## src/rtl/log_pkg.sv

```systemverilog
// Shared types and helpers for the log arbiter: severity encoding, event record,
// and the saturating filtered-event counter arithmetic.
package log_pkg;

    localparam int unsigned FILT_CNT_W = 16;
    localparam int unsigned SEV_W      = 2;

    // Widest configuration of the event record; instances narrower than this
    // carry their fields in individually sized registers instead.
    localparam int unsigned LOG_SRC_W  = 3;
    localparam int unsigned LOG_CODE_W = 16;
    localparam int unsigned LOG_TS_W   = 32;

    typedef enum logic [SEV_W-1:0] {
        SevDebug = 2'd0,
        SevInfo  = 2'd1,
        SevWarn  = 2'd2,
        SevError = 2'd3
    } sev_e;

    typedef struct packed {
        logic [LOG_SRC_W-1:0]  src;
        sev_e                  sev;
        logic [LOG_CODE_W-1:0] code;
        logic [LOG_TS_W-1:0]   stamp;
    } log_evt_t;

    // Add up to 15 filtered events in one cycle, clamping at all-ones.
    function automatic logic [FILT_CNT_W-1:0] filt_sat_add(
        input logic [FILT_CNT_W-1:0] cnt,
        input logic [3:0]            inc
    );
        logic [FILT_CNT_W:0] sum;
        sum = {1'b0, cnt} + {{(FILT_CNT_W - 3){1'b0}}, inc};
        return sum[FILT_CNT_W] ? {FILT_CNT_W{1'b1}} : sum[FILT_CNT_W-1:0];
    endfunction

endpackage

```

## src/rtl/rr_pick.sv

```systemverilog
// Round-robin picker: first set request at or after ptr, scanning upward with wrap.
module rr_pick #(
    parameter int unsigned N     = 4,
    parameter int unsigned IDX_W = 2
) (
    input  logic [N-1:0]     req,
    input  logic [IDX_W-1:0] ptr,
    output logic [N-1:0]     gnt,
    output logic [IDX_W-1:0] idx,
    output logic             found
);

    always_comb begin
        int unsigned j;
        j     = 0;
        gnt   = '0;
        idx   = '0;
        found = 1'b0;
        for (int unsigned k = 0; k < N; k++) begin
            j = (32'(ptr) + k) % N;
            if (!found && req[j]) begin
                found  = 1'b1;
                gnt[j] = 1'b1;
                idx    = IDX_W'(j);
            end
        end
    end

endmodule

```

## src/rtl/log_arbiter.sv

```systemverilog
// Shares one log sink between N_REQ requesters: verbosity filter, severity-then-round-robin
// grant, timestamping, and a one-entry registered valid/ready output.
module log_arbiter
    import log_pkg::*;
#(
    parameter int unsigned N_REQ  = 4,
    parameter int unsigned CODE_W = 16,
    parameter int unsigned TS_W   = 32
) (
    input  logic                       clk,
    input  logic                       rst_n,
    input  logic [1:0]                 min_sev,
    input  logic [N_REQ-1:0]           req_valid,
    input  logic [N_REQ*2-1:0]         req_sev,
    input  logic [N_REQ*CODE_W-1:0]    req_code,
    output logic [N_REQ-1:0]           req_ready,
    output logic                       out_valid,
    input  logic                       out_ready,
    output logic [$clog2(N_REQ)-1:0]   out_src,
    output logic [1:0]                 out_sev,
    output logic [CODE_W-1:0]          out_code,
    output logic [TS_W-1:0]            out_stamp,
    output logic [FILT_CNT_W-1:0]      filt_cnt
);

    localparam int unsigned SRC_W = $clog2(N_REQ);

    typedef enum logic [0:0] {StEmpty, StFull} state_e;

    state_e             state;
    logic [TS_W-1:0]    ts;
    logic [SRC_W-1:0]   rr_ptr;

    logic [N_REQ-1:0]   filt_mask;
    logic [N_REQ-1:0]   elig_mask;
    logic [N_REQ-1:0]   top_mask;
    logic [N_REQ-1:0]   gnt;
    logic [3:0]         filt_num;
    sev_e               top_sev;
    logic [SRC_W-1:0]   win_idx;
    logic               win_found;
    logic [CODE_W-1:0]  win_code;
    logic               can_load;
    logic               grant;

    always_comb begin
        filt_mask = '0;
        elig_mask = '0;
        filt_num  = '0;
        top_sev   = SevDebug;
        for (int unsigned i = 0; i < N_REQ; i++) begin
            filt_mask[i] = req_valid[i] && (req_sev[2*i +: 2] < min_sev);
            elig_mask[i] = req_valid[i] && (req_sev[2*i +: 2] >= min_sev);
            filt_num     = filt_num + {3'b000, filt_mask[i]};
            if (elig_mask[i] && (req_sev[2*i +: 2] > top_sev)) begin
                top_sev = sev_e'(req_sev[2*i +: 2]);
            end
        end
        top_mask = '0;
        for (int unsigned i = 0; i < N_REQ; i++) begin
            top_mask[i] = elig_mask[i] && (req_sev[2*i +: 2] == top_sev);
        end
    end

    rr_pick #(
        .N     (N_REQ),
        .IDX_W (SRC_W)
    ) u_rr_pick (
        .req   (top_mask),
        .ptr   (rr_ptr),
        .gnt   (gnt),
        .idx   (win_idx),
        .found (win_found)
    );

    always_comb begin
        win_code = '0;
        for (int unsigned i = 0; i < N_REQ; i++) begin
            if (gnt[i]) begin
                win_code = req_code[i*CODE_W +: CODE_W];
            end
        end
    end

    assign out_valid = (state == StFull);
    assign can_load  = !out_valid || out_ready;
    assign grant     = can_load && win_found;

    // Filtered requesters are acked regardless of output backpressure.
    assign req_ready = rst_n ? (filt_mask | (grant ? gnt : '0)) : '0;

    always_ff @(posedge clk or negedge rst_n) begin
        if (!rst_n) begin
            ts       <= '0;
            filt_cnt <= '0;
        end else begin
            ts       <= ts + 1'b1;
            filt_cnt <= filt_sat_add(filt_cnt, filt_num);
        end
    end

    always_ff @(posedge clk or negedge rst_n) begin
        if (!rst_n) begin
            state     <= StEmpty;
            out_src   <= '0;
            out_sev   <= '0;
            out_code  <= '0;
            out_stamp <= '0;
            rr_ptr    <= '0;
        end else begin
            case (state)
                StEmpty: if (grant) state <= StFull;
                StFull:  if (out_ready && !grant) state <= StEmpty;
                default: state <= StEmpty;
            endcase
            if (grant) begin
                out_src   <= win_idx;
                out_sev   <= top_sev;
                out_code  <= win_code;
                out_stamp <= ts;
                rr_ptr    <= (win_idx == SRC_W'(N_REQ - 1)) ? '0 : win_idx + 1'b1;
            end
        end
    end

endmodule
```

## config.mk

```make
export PLATFORM = sky130hd
export DESIGN_NAME = log_arbiter
export DESIGN_NICKNAME = d
export VERILOG_FILES = /design/src/rtl/log_pkg.sv /design/src/rtl/rr_pick.sv /design/src/rtl/log_arbiter.sv
export SDC_FILE = /design/constraint.sdc
export NUM_CORES = 1
export LEC_CHECK = 0
export ABC_AREA = 1
export BUFFER_PORTS_ARGS = -buffer_cell sky130_fd_sc_hd__clkbuf_2
export CORE_MARGIN = 3
export CORE_UTILIZATION = 58
export DETAILED_ROUTE_END_ITERATION = 8
export MAX_ROUTING_LAYER = met4
export PLACE_DENSITY = 0.95
export RECOVER_POWER = 100
export SYNTH_ARGS = -nofsm -noshare
export SYNTH_HDL_FRONTEND = slang
export SYNTH_HIERARCHICAL = 1
export SYNTH_SLANG_ARGS = --single-unit
```

## constraint.sdc

```tcl
create_clock -name clk -period 15.7 [get_ports clk]
set_clock_uncertainty 0.2 [all_clocks]
set_input_delay 3.14 -clock clk [delete_from_list [all_inputs] [get_ports clk]]
set_output_delay 3.14 -clock clk [all_outputs]
set_load 0.02 [all_outputs]
```

# Yosys cells after proc, flatten, opt, wreduce, memory -nomap -nowiden
# Index checks and enable logic that the tools add are counted.
dict set report word_totals {
  ff_bits 103
  latchBits 0
  ramBits 0
  mem_bits_ro 0
  out_inout_bits 73
  mem_count 0
}
dict set report op_classes {
  add_sub_neg 9
  multipliers 0
  div_mod_pow 0
  magnitude_cmp 20
  n_eq_ne 5
  shifts 0
  muxes 43
  n_bitwise 5
  n_reduce_logical 31
}
# operator count
set op_table {}
lappend op_table {{16-bit 2-to-1 mux} 5}
lappend op_table {{32-bit by 1-bit adder with 32-bit output, second input constant} 1}
lappend op_table {{1-bit logical AND} 25}
lappend op_table {{4-bit 2-to-1 mux} 6}
lappend op_table {{2-bit 2-to-1 mux} 9}
lappend op_table {{16-bit by 4-bit adder with 17-bit output} 1}
lappend op_table {{4-bit OR} 4}
lappend op_table {{1-bit 2-to-1 mux} 14}
lappend op_table {{2-bit by 3-bit < comparator with 1-bit output, second input constant} 4}
lappend op_table {{1-bit binary-select mux with 2-bit select} 4}
lappend op_table {{1-bit demux with 2-bit select} 4}
lappend op_table {{2-bit == test} 4}
lappend op_table {{2-bit by 1-bit >= comparator with 1-bit output, second input constant} 4}
lappend op_table {{2-bit >= comparator} 4}
lappend op_table {{2-bit < comparator} 4}
lappend op_table {{2-bit > comparator} 3}
lappend op_table {{1-bit logical NOT} 5}
lappend op_table {{2-bit by 1-bit adder with 2-bit output, second input constant} 2}
lappend op_table {{2-bit adder, second input constant} 2}
lappend op_table {{3-bit by 1-bit adder with 4-bit output} 1}
lappend op_table {{2-bit by 1-bit adder with 3-bit output} 1}
lappend op_table {{1-bit by 1-bit adder with 2-bit output} 1}
lappend op_table {{2-bit == test, second input constant} 1}
lappend op_table {{2-bit by 1-bit > comparator with 1-bit output, second input constant} 1}
lappend op_table {{3 further kinds} 3}

# Depth between registers and ports, before layout
# Gate-level depths: netlist of the first run.
dict set report logic_depth {
  depth_word 32
  mapped_depth 44
}

# Modules after synthesis
# The synthesis of the first run kept the hierarchy.
# mod instances cells_each area_each_um2
set modules_own_cells {}
lappend modules_own_cells {log_arbiter 1 674 5525.3}
lappend modules_own_cells {rr_pick 1 74 435.4}

# Worst setup path after synthesis of the first run
# OpenSTA, ideal clock, no wires.
dict set report synth_path {
  kind {in2out}
  startpoint {input port min_sev[1]}
  endpoint {output port req_ready[1]}
  t_arrival_ps 7972
  required_time_ps 12360
  path_slack_ps 4388
  cell_stages 38
  n_path_buf 2
  path_cell_list {inv_1 ha_1 nand2_1 nand3_1 nand2_1 nor2_1 ha_1 nand2_1 inv_1 a21oi_1 nand3_1 o21ai_1 ha_1 inv_1 a21oi_1 nor2_1 nand2_1 nand2_1 (+2 left out) or2_2 nand2_1 nand2_1 nand2_1 nand2_1 a21boi_1 inv_1 nand2_1 nand3_2 nand2_4 nor2_4 buf_6 nand4_1 nand2_1 inv_1 clkbuf_1 nand2_1 a21oi_1}
}
dict set report synth_via {
  elab_chain_cells 31
  word_cells_on_any_way 58
}
# element line_no
set synth_rtl {}
lappend synth_rtl {{start: declaration} log_arbiter.sv:12} ;# input logic [1:0] min_sev,
lappend synth_rtl {{2-bit >= comparator} log_arbiter.sv:53} ;# elig_mask[i] = req_valid[i] && (req_sev[2*i +: 2] >= min_sev);
lappend synth_rtl {{1-bit logical AND} log_arbiter.sv:53}
lappend synth_rtl {{1-bit logical AND} log_arbiter.sv:55} ;# if (elig_mask[i] && (req_sev[2*i +: 2] > top_sev)) begin
lappend synth_rtl {{2-bit 2-to-1 mux} log_arbiter.sv:55}
lappend synth_rtl {{2-bit > comparator} log_arbiter.sv:55}
lappend synth_rtl {{1-bit logical AND} log_arbiter.sv:55}
lappend synth_rtl {{2-bit 2-to-1 mux} log_arbiter.sv:55}
lappend synth_rtl {{2-bit > comparator} log_arbiter.sv:55}
lappend synth_rtl {{(+7 left out)} n/a}
lappend synth_rtl {{net top_mask[3]} log_arbiter.sv:36} ;# logic [N_REQ-1:0] top_mask;
lappend synth_rtl {{(+9 left out)} n/a}
lappend synth_rtl {{1-bit logical NOT} rr_pick.sv:21} ;# if (!found && req[j]) begin
lappend synth_rtl {{1-bit logical AND} rr_pick.sv:21}
lappend synth_rtl {{1-bit 2-to-1 mux (*)} rr_pick.sv:21}
lappend synth_rtl {{net win_found} log_arbiter.sv:41} ;# logic win_found;
lappend synth_rtl {{1-bit logical AND (*)} log_arbiter.sv:87} ;# assign grant = can_load && win_found;
lappend synth_rtl {{4-bit 2-to-1 mux (*)} log_arbiter.sv:90} ;# assign req_ready = rst_n ? (filt_mask | (grant ? gnt : '0)) : '0;
lappend synth_rtl {{4-bit OR (*)} log_arbiter.sv:90}
lappend synth_rtl {{4-bit 2-to-1 mux (*)} log_arbiter.sv:90}
lappend synth_rtl {{end: declaration} log_arbiter.sv:16} ;# output logic [N_REQ-1:0] req_ready,
# Mark *: on every way through the listed nets, which the timed path passes. The rest lies on a longest branch. The select of a mux whose other input is x is not followed.

# Final worst setup path of the first run
dict set report layout_path {
  startpoint {input port min_sev[1]}
  endpoint {output port req_ready[2]}
}
dict set report layout_via {
  word_cells_on_any_way 58
}
# element line_no
set layout_lines {}
lappend layout_lines {{2-bit >= comparator} log_arbiter.sv:53}
lappend layout_lines {{1-bit logical AND} log_arbiter.sv:53}
lappend layout_lines {{1-bit logical AND} log_arbiter.sv:55}
lappend layout_lines {{2-bit 2-to-1 mux} log_arbiter.sv:55}
lappend layout_lines {{2-bit > comparator} log_arbiter.sv:55}
lappend layout_lines {{1-bit logical AND} log_arbiter.sv:55}
lappend layout_lines {{2-bit 2-to-1 mux} log_arbiter.sv:55}
lappend layout_lines {{2-bit > comparator} log_arbiter.sv:55}
lappend layout_lines {{(+7 left out)} n/a}
lappend layout_lines {{net top_mask[1]} log_arbiter.sv:36}
lappend layout_lines {{(+8 left out)} n/a}
lappend layout_lines {{1-bit 2-to-1 mux} rr_pick.sv:21}
lappend layout_lines {{1-bit logical NOT} rr_pick.sv:21}
lappend layout_lines {{1-bit logical AND} rr_pick.sv:21}
lappend layout_lines {{4-bit 2-to-1 mux (*)} rr_pick.sv:21}
lappend layout_lines {{net gnt[2]} log_arbiter.sv:37} ;# logic [N_REQ-1:0] gnt;
lappend layout_lines {{4-bit 2-to-1 mux (*)} log_arbiter.sv:90}
lappend layout_lines {{4-bit OR (*)} log_arbiter.sv:90}
lappend layout_lines {{4-bit 2-to-1 mux (*)} log_arbiter.sv:90}
# Marks and branches as above.

==> results of run 1 <==
==> report_power, final <==
part / internal [mW] / total [mW] / switching, mW / leakage [nW]
clock: 0.0802 / 0.172 / 0.0919 / 0.106
sequential: 0.313 / 0.349 / 0.0356 / 1.36
combinational: 0.181 / 0.649 / 0.468 / 2.05
==> layout make-up <==
class | instances | area [um2] | share of cell area [%]
Clock buffer | 11 | 141 | 2.07
Tap cell | 133 | 166 | 2.43
Sequential cell | 103 | 2580 | 37.7
Clock inverter | 5 | 63.8 | 0.933
Timing Repair Buffer | 158 | 699 | 10.2
Inverter | 86 | 323 | 4.72
Multi-Input combinational cell | 535 | 2870 | 41.9
==> final timing paths <==
kind / start / to / slack [ps] / cells after the start
max: min_sev[1] / req_ready[2] / 3270 / 38
min: out_stamp[1] / out_stamp[1] / 290 / 2
min reg2reg: out_stamp[1] / out_stamp[1] / 290 / 2
min in group asynchronous: rst_n / out_code[0] / 3120 / 1
max reg2reg: rr_ptr[0] / out_code[12] / 9620 / 13
max in group asynchronous: rst_n / out_stamp[21] / 8160 / 2
==> metrics by stage <==
step           hold WS, ps  util (%)  cells  total power [mW]  worst slack (ps)
2_1_floorplan          235         -    748             0.816              4390
3_3_place_gp           247      69.3   1015              1.00              4070
3_5_place_dp           267      69.3   1015              1.01              3970
4_1_cts                293      71.4   1031              1.19              3950
5_1_grt                309      69.3   1031              1.26              2650
6_report               286      69.3   1031              1.17              3270
==> cells in the mapped netlist (all sizes together) <==
master,n,area [um2]
a21oi,34,170
inv,86,323
a31oi,1,6.26
fa,3,60.1
dfrtp,103,2580
a21boi,5,37.5
nand3b,1,7.51
xor2,37,324
or2,4,25.0
ha,20,250
clkbuf,22,82.6
o21ai,31,155
nand3,99,510
o31ai,1,7.51
nor3,15,118
nand2,212,828
nor4,4,46.3
a21o,1,7.51
buf,2,16.3
o211ai,16,120
nor2,32,148
nand4,18,128
nor3b,1,12.5
==> critical path: cells and delay by family <==
family	cells	cell delay, ps
AOI/OAI and AO/OA	4	660
adders and majority gates	4	1120
buffers and inverters	6	570
and+or+nand+nor	24	3580
==> kinds of logic (layout without fill, tap and decap cells) <==
family,after synthesis,count (layout)
AND/OR/NAND/NOR,386,386
AO/OA/AOI/OAI,89,89
flip-flops,103,103
buffers and inverters,110,260
adder cells (fa/ha/maj),23,23
XOR/XNOR,37,37
==> metal layers <==
metal	vias to the layer above	GRT usage, %	wire [um]
met5	-	-	0
met4	0	9.74	357
met3	24	5.82	1320
met2	216	46.8	7620
met1	2616	33.6	6380
li1	2746	-	-
==> registers in the layout (all words and copies together), names as in the netlist <==
signal     flops
out_code      16
out_src        2
out_sev        2
out_valid      1
ts            32
out_stamp     32
rr_ptr         2
filt_cnt      16
==> metrics.md, run 1 <==
| Metric | Value |
|---|---|
| Status | finished with violations |
| Crit end category | output pin |
| # IOs | 154 |
| Total Wirelength | 15700 um |
| Die width | 107 um |
| Sequential share of the synthesized area | 43.2% |
| Core Region | between 0.009 and 0.01 mm2 |
| Avg Inst Size Synth | 7.97 um2 |
| Worst-margin pin slew | 3360 ps |
| Share of layout cells above drive strength 1 | between 10% and 20% |
| Final GP Congestion | slightly below 1 |
| CP max stage delay | 580 ps |
| Initial Util | 60.4% |
| Average wire per standard cell | 15.2 um |
| CP Max Fanout | 18 |
| Yosys warns | 6 |
| GRT overflow | 0 |
| Min Clock Period, post-route | 12430 ps |
| CP Launch Type | input pin |
| Post-CTS sizing | 0 |
| Synthesis-to-layout area growth | 14.7% |
| RSZ-0062 raised after global routing | false |
| Commonest non-fill, non-tap cells in the layout | nand2_1 (202), dfrtp_1 (103), nand3_1 (97), inv_1 (85), clkbuf_2 (79) |
| Post-CTS Setup Bufs | 0 |
| Commonest non-fill, non-tap cell in the layout | nand2_1 |
| Hold_buf cts | 0 |
| CTS tree | built |
| Antenna violations before repair | 0 |
| VDD IR max | 0.000111 V |
| Fin area | between 0.006 and 0.007 mm2 |
| Total CTS buffers | 9 |
| Mux contribution to synthesized area | 0% |
| Synth Area in Adders | 5.21% |
| Crit path DAT | 9090 ps |
| Max-slew headroom | -124% |
| H-tree depth | 3 |
| Vias in the first global route | a little over 5000 |
| Achievable frequency | 0.0805 GHz |
| Synth Area in XOR/XNOR | 5.44% |
| DP Wirelength | 11700 um |
| Vias | approximately 5600 |
| Failing checks | capacitance limit, slew limit |
| Vias per cell | 5.43 |
| Yosys cell types | 37 |
| Period utilization | 79.2% |
| DRT Pass-1 Iters | 7 |
| CTS root buf | clkbuf_8 |
| Worst Hold Class | flop to flop |
| Required time of the critical path | 12360 ps |
| Final TNS setup | 0 ps |
| Post-synthesis instance total | roughly 750 |
| Clock tree sinks | 103 |
| Slowest CP cell | nand3_1 |
| Yosys reg bits | 103 |
| Max-Cap Viols | 3 |
| Synthesized Nets | 852 |
| Clk Latency, worst-skew pair | 370 ps |
| Total GRT Usage | roughly 28% |
| Reg clk slew, reported paths | 90 ps |
| Die Y | approximately 110 um |
| Mapped cell area | 0.00596 mm2 |
| CTS Buffer Depth | 2 |
| Nets | 997 |
| Lkg Pwr | between 3 and 4 nW |
| Antenna violation net count after detailed routing | 0 |
| Crit path kind | input pin to output pin |
| Row Count | 36 |
| Dpl cell area | just under 0.007 mm2 |
| CP most frequent cell | nand2_1 |
| Diode count | 0 |
| Final Hold Viols | 0 |
| Die area | ~0.012 mm2 |
| Max-slew violations | 188 |
| First-pass GRT wire length | 24800 um |
| Largest family of logic cells by synthesized area | simple AND/OR/NAND/NOR gates |
| Port Buffers | 153 |
| Synth Area in Simple Gates | 30.6% |
| Largest net degree at the start of global routing | 81 |
| Compound-cell area share of the yosys netlist | under 10% |
| Remaining DRCs | 0 |
| Pwr dens | 171 mW/mm2 |
| 1st-iter DRT viols | 456 |
| Layout fillers | about 860 |
| Final Setup Violations | 0 |
Note: power is estimated with default switching activity, not from simulation.
==> run 2, diff against run 1 <==
--- a/config.mk
+++ b/config.mk
@@ -8,10 +8,10 @@
 export ABC_AREA = 1
 export BUFFER_PORTS_ARGS = -buffer_cell sky130_fd_sc_hd__clkbuf_2
 export CORE_MARGIN = 3
-export CORE_UTILIZATION = 58
+export CORE_UTILIZATION = 54
 export DETAILED_ROUTE_END_ITERATION = 8
 export MAX_ROUTING_LAYER = met4
-export PLACE_DENSITY = 0.95
+export PLACE_DENSITY = 0.93
 export RECOVER_POWER = 100
 export SYNTH_ARGS = -nofsm -noshare
 export SYNTH_HDL_FRONTEND = slang
==> constraint.sdc (replaced) <==
create_clock -name clk -period 11.8 [get_ports clk]
set_clock_uncertainty 0.2 [all_clocks]
set_input_delay 2.36 -clock clk [delete_from_list [all_inputs] [get_ports clk]]
set_output_delay 2.36 -clock clk [all_outputs]
set_load 0.02 [all_outputs]
==> run 2 against run 1 <==
Effect of this change: the flow still finishes with violations (capacitance limit, slew limit); sequential cell count did not move; sequential share of layout area fell by 0.069 points; first-iteration DRC count fell by 10%; count of clock-buffer cells in the layout fell by 1; critical path depth did not move; worst hold slack improved by 3.1 ps; largest power group unchanged; critical endpoint unchanged; combinational power rose by 34%; design area rose by 0.18%; power rose by 33%; register-to-register slack got worse by 2100 ps; global-route usage fell by 1.7 points; die area rose by 7.0%.
==> metrics.md, run 2 (synthesis gave the netlist of run 1 again) <==
| Metric | Value |
|---|---|
| Status | finished with violations |
| Failing checks | capacitance limit, slew limit |
| Hold_buf cts | 0 (unchanged) |
| Antenna violation net count after detailed routing | 0 (unchanged) |
| Final Setup Violations | 0 (unchanged) |
| Commonest non-fill, non-tap cells in the layout | nand2_1 (202), dfrtp_1 (103), nand3_1 (96), inv_1 (85), clkbuf_2 (81) |
| Min Clock Period, post-route | 10780 ps |
| Footprint of the multi-input gates | 0.00287 mm2 (+0.17%) |
| CTS tree | built |
| DP Wirelength | 11800 um (+1.1%) |
| Max-slew headroom | -123% (+0.58 points) |
| Share of layout cells above drive strength 1 | 13.5% (+0.54 points) |
| Post-CTS Setup Bufs | 0 (unchanged) |
| 1st-iter DRT viols | 410 (-10%) |
| Clock tree sinks | 103 (unchanged) |
| Crit end category | output pin |
| Period utilization | between 90% and 100% |
| Achievable frequency | 0.0927 GHz |
| Synthesis-to-layout area growth | 14.9% |
| Lkg Pwr | 3.52 nW (+0.14%) |
| Required time of the critical path | 9240 ps (-3120 ps) |
| Final GP Congestion | 0.986 (+1.4%) |
| Register area | 0.00258 mm2 (unchanged) |
| Total Power | 1.56 mW (+33%) |
| Core Region | 0.0105 mm2 (+6.5%) |
| CTS Buffer Depth | 2 (unchanged) |
| Layout fillers | 944 (+9.9%) |
| Largest net degree at the start of global routing | 81 (unchanged) |
| Vias in the first global route | 5417 (+4.8%) |
| Total GRT Usage | 26.2% (-1.7 points) |
| Post-CTS sizing | 0 (unchanged) |
| Crit path DAT | 8220 ps (-870 ps) |
| Row Count | 37 (+2.8%) |
| Die width | 111 um (+3.4%) |
| Max-Cap Viols | 2 (-1) |
| Nets | 998 (+0.10%) |
| Remaining DRCs | 0 (unchanged) |
| Worst-margin pin slew | 3350 ps (-8.71 ps) |
| CP most frequent cell | nand2_1 |
| First-pass GRT wire length | 26000 um (+4.8%) |
| Worst Hold Class | flop to flop |
| Average wire per standard cell | 15.1 um (-0.56%) |
| GRT overflow | 0 (unchanged) |
| DRT Pass-1 Iters | 7 (unchanged) |
| CP Launch Type | input pin |
| Pwr dens | 228 mW/mm2 (+33%) |
| Crit path kind | input pin to output pin |
| Port Buffers | 153 (unchanged) |
| DP Worst Slack | 1530 ps (-2440 ps) |
| VDD IR max | 0.000282 V (+150%) |
| # IOs | 154 (unchanged) |
| Initial Util | 56.7% (-3.7 points) |
| Commonest non-fill, non-tap cell in the layout | nand2_1 |
| Slowest CP cell | nand3_1 |
| Diode count | 0 (unchanged) |
| Total Wirelength | 15700 um (-0.18%) |
| Largest regs | out_stamp (32), ts (32) |
| Fin area | 0.00685 mm2 (+0.18%) |
| Dpl cell area | 0.00685 mm2 (+0.16%) |
| RSZ-0062 raised after global routing | false |
| Reg clk slew, reported paths | 90 ps (about the same) |
| Die Y | 111 um (+3.4%) |
| Final TNS setup | 0 ps (unchanged) |
| Total CTS buffers | 9 (unchanged) |
| Final worst slack | 1020 ps (-2260 ps) |
| Vias | 5665 (+1.1%) |
| Clk Latency, worst-skew pair | 360 ps (about the same) |
| Die area | 0.0123 mm2 (+7.0%) |
| Antenna violations before repair | 0 (unchanged) |
| CTS root buf | clkbuf_8 |
| CP Max Fanout | 18 (unchanged) |
| H-tree depth | 3 (unchanged) |
| Final Hold Viols | 0 (unchanged) |
| Max-slew violations | 107 (-43%) |
| CP max stage delay | 540 ps (-40 ps) |
| Vias per cell | 5.47 (+0.73%) |
## run 2: cell type report
class                   count  area share [%]
repair buffers            159            10.4
flip-flops and latches    103            37.6
clock inverters             6           0.895
well taps                 136            2.48
clock buffers              10            2.01
multi-input cells         535            41.9
inverters                  86            4.71
## run 2: layer usage
metal	wire length, um	global-route usage [%]
met1	6670	34.2
met4	452	9.81
met2	7370	41.6
met5	0	-
met3	1150	4.04
## run 2: power breakdown
group | switching (mW) | total [mW] | internal [mW]
combinational | 0.630 | 0.870 | 0.240
sequential | 0.0480 | 0.465 | 0.417
clock | 0.138 | 0.226 | 0.0880
## run 2: worst max-delay path, delay by kind of cell
kind,cells,cell delay (ps)
AND/OR/NAND/NOR,24,3580
adder cells (fa/ha/maj),4,1120
buffers and inverters,6,530
AO/OA/AOI/OAI,4,600
## run 2: path summary, 6_finish.rpt
check / from / depth (start not counted) / to / slack [ps]
max: min_sev[1] / 38 / req_ready[2] / 1020
min: ts[0] / 1 / ts[0] / 290
max reg2reg: rr_ptr[0] / 13 / out_code[11] / 7530
min reg2reg: ts[0] / 1 / ts[0] / 290
max in group asynchronous: rst_n / 2 / out_stamp[4] / 4970
min in group asynchronous: rst_n / 1 / out_code[0] / 2380
## run 2: per-stage QoR
stage	std cells	hold WS [ps]	util [%]
CTS	1035	285	67.1
finish	1035	289	65.2
global route	1035	319	65.2
floorplan	748	235	-
detailed placement	1019	267	65.2
global placement	1019	255	65.2
==> run 3, diff against run 2 <==
==> constraint.sdc (replaced) <==
create_clock -name clk -period 11.8 [get_ports clk]
set_clock_uncertainty 0.2 [all_clocks]
set_input_delay 0.59 -clock clk [delete_from_list [all_inputs] [get_ports clk]]
set_output_delay 0.59 -clock clk [all_outputs]
set_load 0.02 [all_outputs]
==> run 3 against run 2 <==
Effect of this change: the run still ends with capacitance limit, slew limit left; power down 1.2%; register-to-register slack worse by 1500 ps; global-route usage down 0.56 points; critical path depth up 1; highest routed layer unchanged.
==> metrics.md, run 3 (synthesis gave the netlist of run 1 again) <==
| Metric | Value |
|---|---|
| Status | finished with violations |
| Failing checks | capacitance limit, slew limit |
| Antenna violations before repair | 0 (unchanged) |
| Clock tree sinks | 103 (unchanged) |
| Total GRT Usage | 25.6% (-0.56 points) |
| Average wire per standard cell | 14.7 um (-2.5%) |
| Share of layout cells above drive strength 1 | 12.7% (-0.74 points) |
| Antenna violation net count after detailed routing | 0 (unchanged) |
| CTS root buf | clkbuf_8 |
| CTS tree | built |
| Vias per cell | 5.33 (-2.7%) |
| Required time of the critical path | 11830 ps (+2590 ps) |
| Dpl cell area | 0.00682 mm2 (-0.44%) |
| Worst-margin pin slew | 3440 ps (+86.5 ps) |
| Commonest non-fill, non-tap cells in the layout | nand2_1 (203), dfrtp_1 (103), nand3_1 (97), inv_1 (85), clkbuf_2 (79) |
| Final TNS setup | 0 ps (unchanged) |
| Largest net degree at the start of global routing | 69 (-15%) |
| CP most frequent cell | nand2_1 |
| H-tree depth | 3 (unchanged) |
| Final Hold Viols | 0 (unchanged) |
| DRT Pass-1 Iters | 5 (-2) |
| Final GP Congestion | 0.977 (-0.98%) |
| First-pass GRT wire length | 25200 um (-3.1%) |
| Fin area | 0.00684 mm2 (-0.16%) |
| Final core occ | 65.1% (-0.11 points) |
| Crit path DAT | 8820 ps (+600 ps) |
| Achievable frequency | 0.114 GHz (+23%) |
| Critical R2R Launch | rr_ptr[0] |
| # IOs | 154 (unchanged) |
| Core Region | 0.0105 mm2 (unchanged) |
| 1st-iter DRT viols | 413 (+0.73%) |
| Diode count | 0 (unchanged) |
| Hold_sp | req_code[57] |
| CP Launch Type | input pin |
| Final Setup Violations | 0 (unchanged) |
| DP Wirelength | 11600 um (-2.2%) |
| Crit end category | flop |
| Min Clock Period, post-route | 8790 ps (-2000 ps) |
| Die area | 0.0123 mm2 (unchanged) |
| Critical Path Start | min_sev[1] |
| Pwr dens | 226 mW/mm2 (-1.0%) |
| Worst Hold Class | input pin to flop |
| Reg clk slew, reported paths | 120 ps (+30 ps) |
| Slowest CP cell | clkbuf_1 |
| Port Buffers | 153 (unchanged) |
| Die width | 111 um (unchanged) |
| Lkg Pwr | 3.50 nW (-0.34%) |
| CTS Buffer Depth | 2 (unchanged) |
| Initial Util | 56.7% (unchanged) |
| Nets | 995 (-0.30%) |
| Vias in the first global route | 5159 (-4.8%) |
| CP Max Fanout | 49 (+31) |
| Row Count | 37 (unchanged) |
| Clk Latency, worst-skew pair | 360 ps (about the same) |
| Placed Cells incl. Taps | 1015 (-0.39%) |
| Largest regs | out_stamp (32), ts (32) |
| Commonest non-fill, non-tap cell in the layout | nand2_1 |
| Total Wirelength | 15200 um (-2.8%) |
| VDD IR max | 0.000160 V (-43%) |
| RSZ-0062 raised after global routing | false |
| Max-slew violations | 157 (+47%) |
| Total CTS buffers | 9 (unchanged) |
| Post-CTS sizing | 0 (unchanged) |
| CP max stage delay | 1370 ps (+830 ps) |
| Synthesis-to-layout area growth | 14.8% |
| GRT overflow | 0 (unchanged) |
| Remaining DRCs | 0 (unchanged) |
| Period utilization | 74.5% (-17 points) |
| Die Y | 111 um (unchanged) |
| Post-route insts no fill | 1032 (-0.29%) |
| Vias | 5496 (-3.0%) |
| Max-slew headroom | -129% (-5.8 points) |
| Max-Cap Viols | 3 (+1) |
| Crit path kind | input pin to flop |
==> run 3: cell count changes in the layout (fill, tap and decap cells not counted), sizes merged <==
cell,previous run,this run
dlygate4sd3,0,1
buf,3,0
clkbuf,166,164
bufinv,0,1
==> run 3: per-layer routing <==
| metal | global-route usage [%] | share of wire, % | vias up |
|---|---|---|---|
| met1 | 34.1 | 44 | 2546 |
| li1 | - | - | 2728 |
| met2 | 41.3 | 47 | 200 |
| met5 | - | 0 | - |
| met3 | 3.38 | 7.1 | 22 |
| met4 | 7.79 | 2.2 | 0 |
==> run 3: final cells by class <==
type,count,area [um2]
Timing Repair Buffer,156,691
Multi-Input combinational cell,535,2870
Clock inverter,7,90.1
Tap cell,136,170
Fill cell,935,3670
Clock buffer,9,124
Inverter,86,323
Sequential cell,103,2580
==> run 3: final timing paths <==
kind	end	slack [ps]	cells after the start
worst max-delay path	out_code[14]	3010	39
worst min-delay path	out_code[9]	270	3
worst max register to register	out_code[14]	6030	12
worst min register to register	ts[0]	280	1
max in group asynchronous	ts[7]	6190	3
min in group asynchronous	out_stamp[30]	1120	2
==> run 3: timing repair <==
action / in CTS / in global routing
hold buffers: 1 / 0
endpoints found under the setup margin: 0 / 0
setup buffers: 0 / 0
endpoints found under the hold margin: 23 / 0
==> run 3: per-stage QoR <==
stage / setup WS (ps) / hold slack (ps) / total power [mW]
after detailed placement: 4250 / 257 / 1.33
after global routing: 2000 / 267 / 1.68
after CTS: 4240 / 260 / 1.57
after global placement: 4360 / 257 / 1.32
final: 3010 / 272 / 1.54
after floorplan: 5590 / 94.4 / 1.09
==> run 3: worst max-delay path: cells and delay by family <==
kind | cells | cell delay, ps
simple gates | 25 | 4500
buf+inv | 6 | 1680
fa+ha+maj | 4 | 1140
compound gates | 4 | 870
==> run 3: power by group <==
group / internal [mW] / leakage [nW] / switching (mW) / total (mW)
sequential: 0.417 / 1.36 / 0.0513 / 0.468
clock: 0.103 / 0.106 / 0.134 / 0.238
combinational: 0.229 / 2.04 / 0.608 / 0.837
total: 0.749 / 3.50 / 0.794 / 1.54
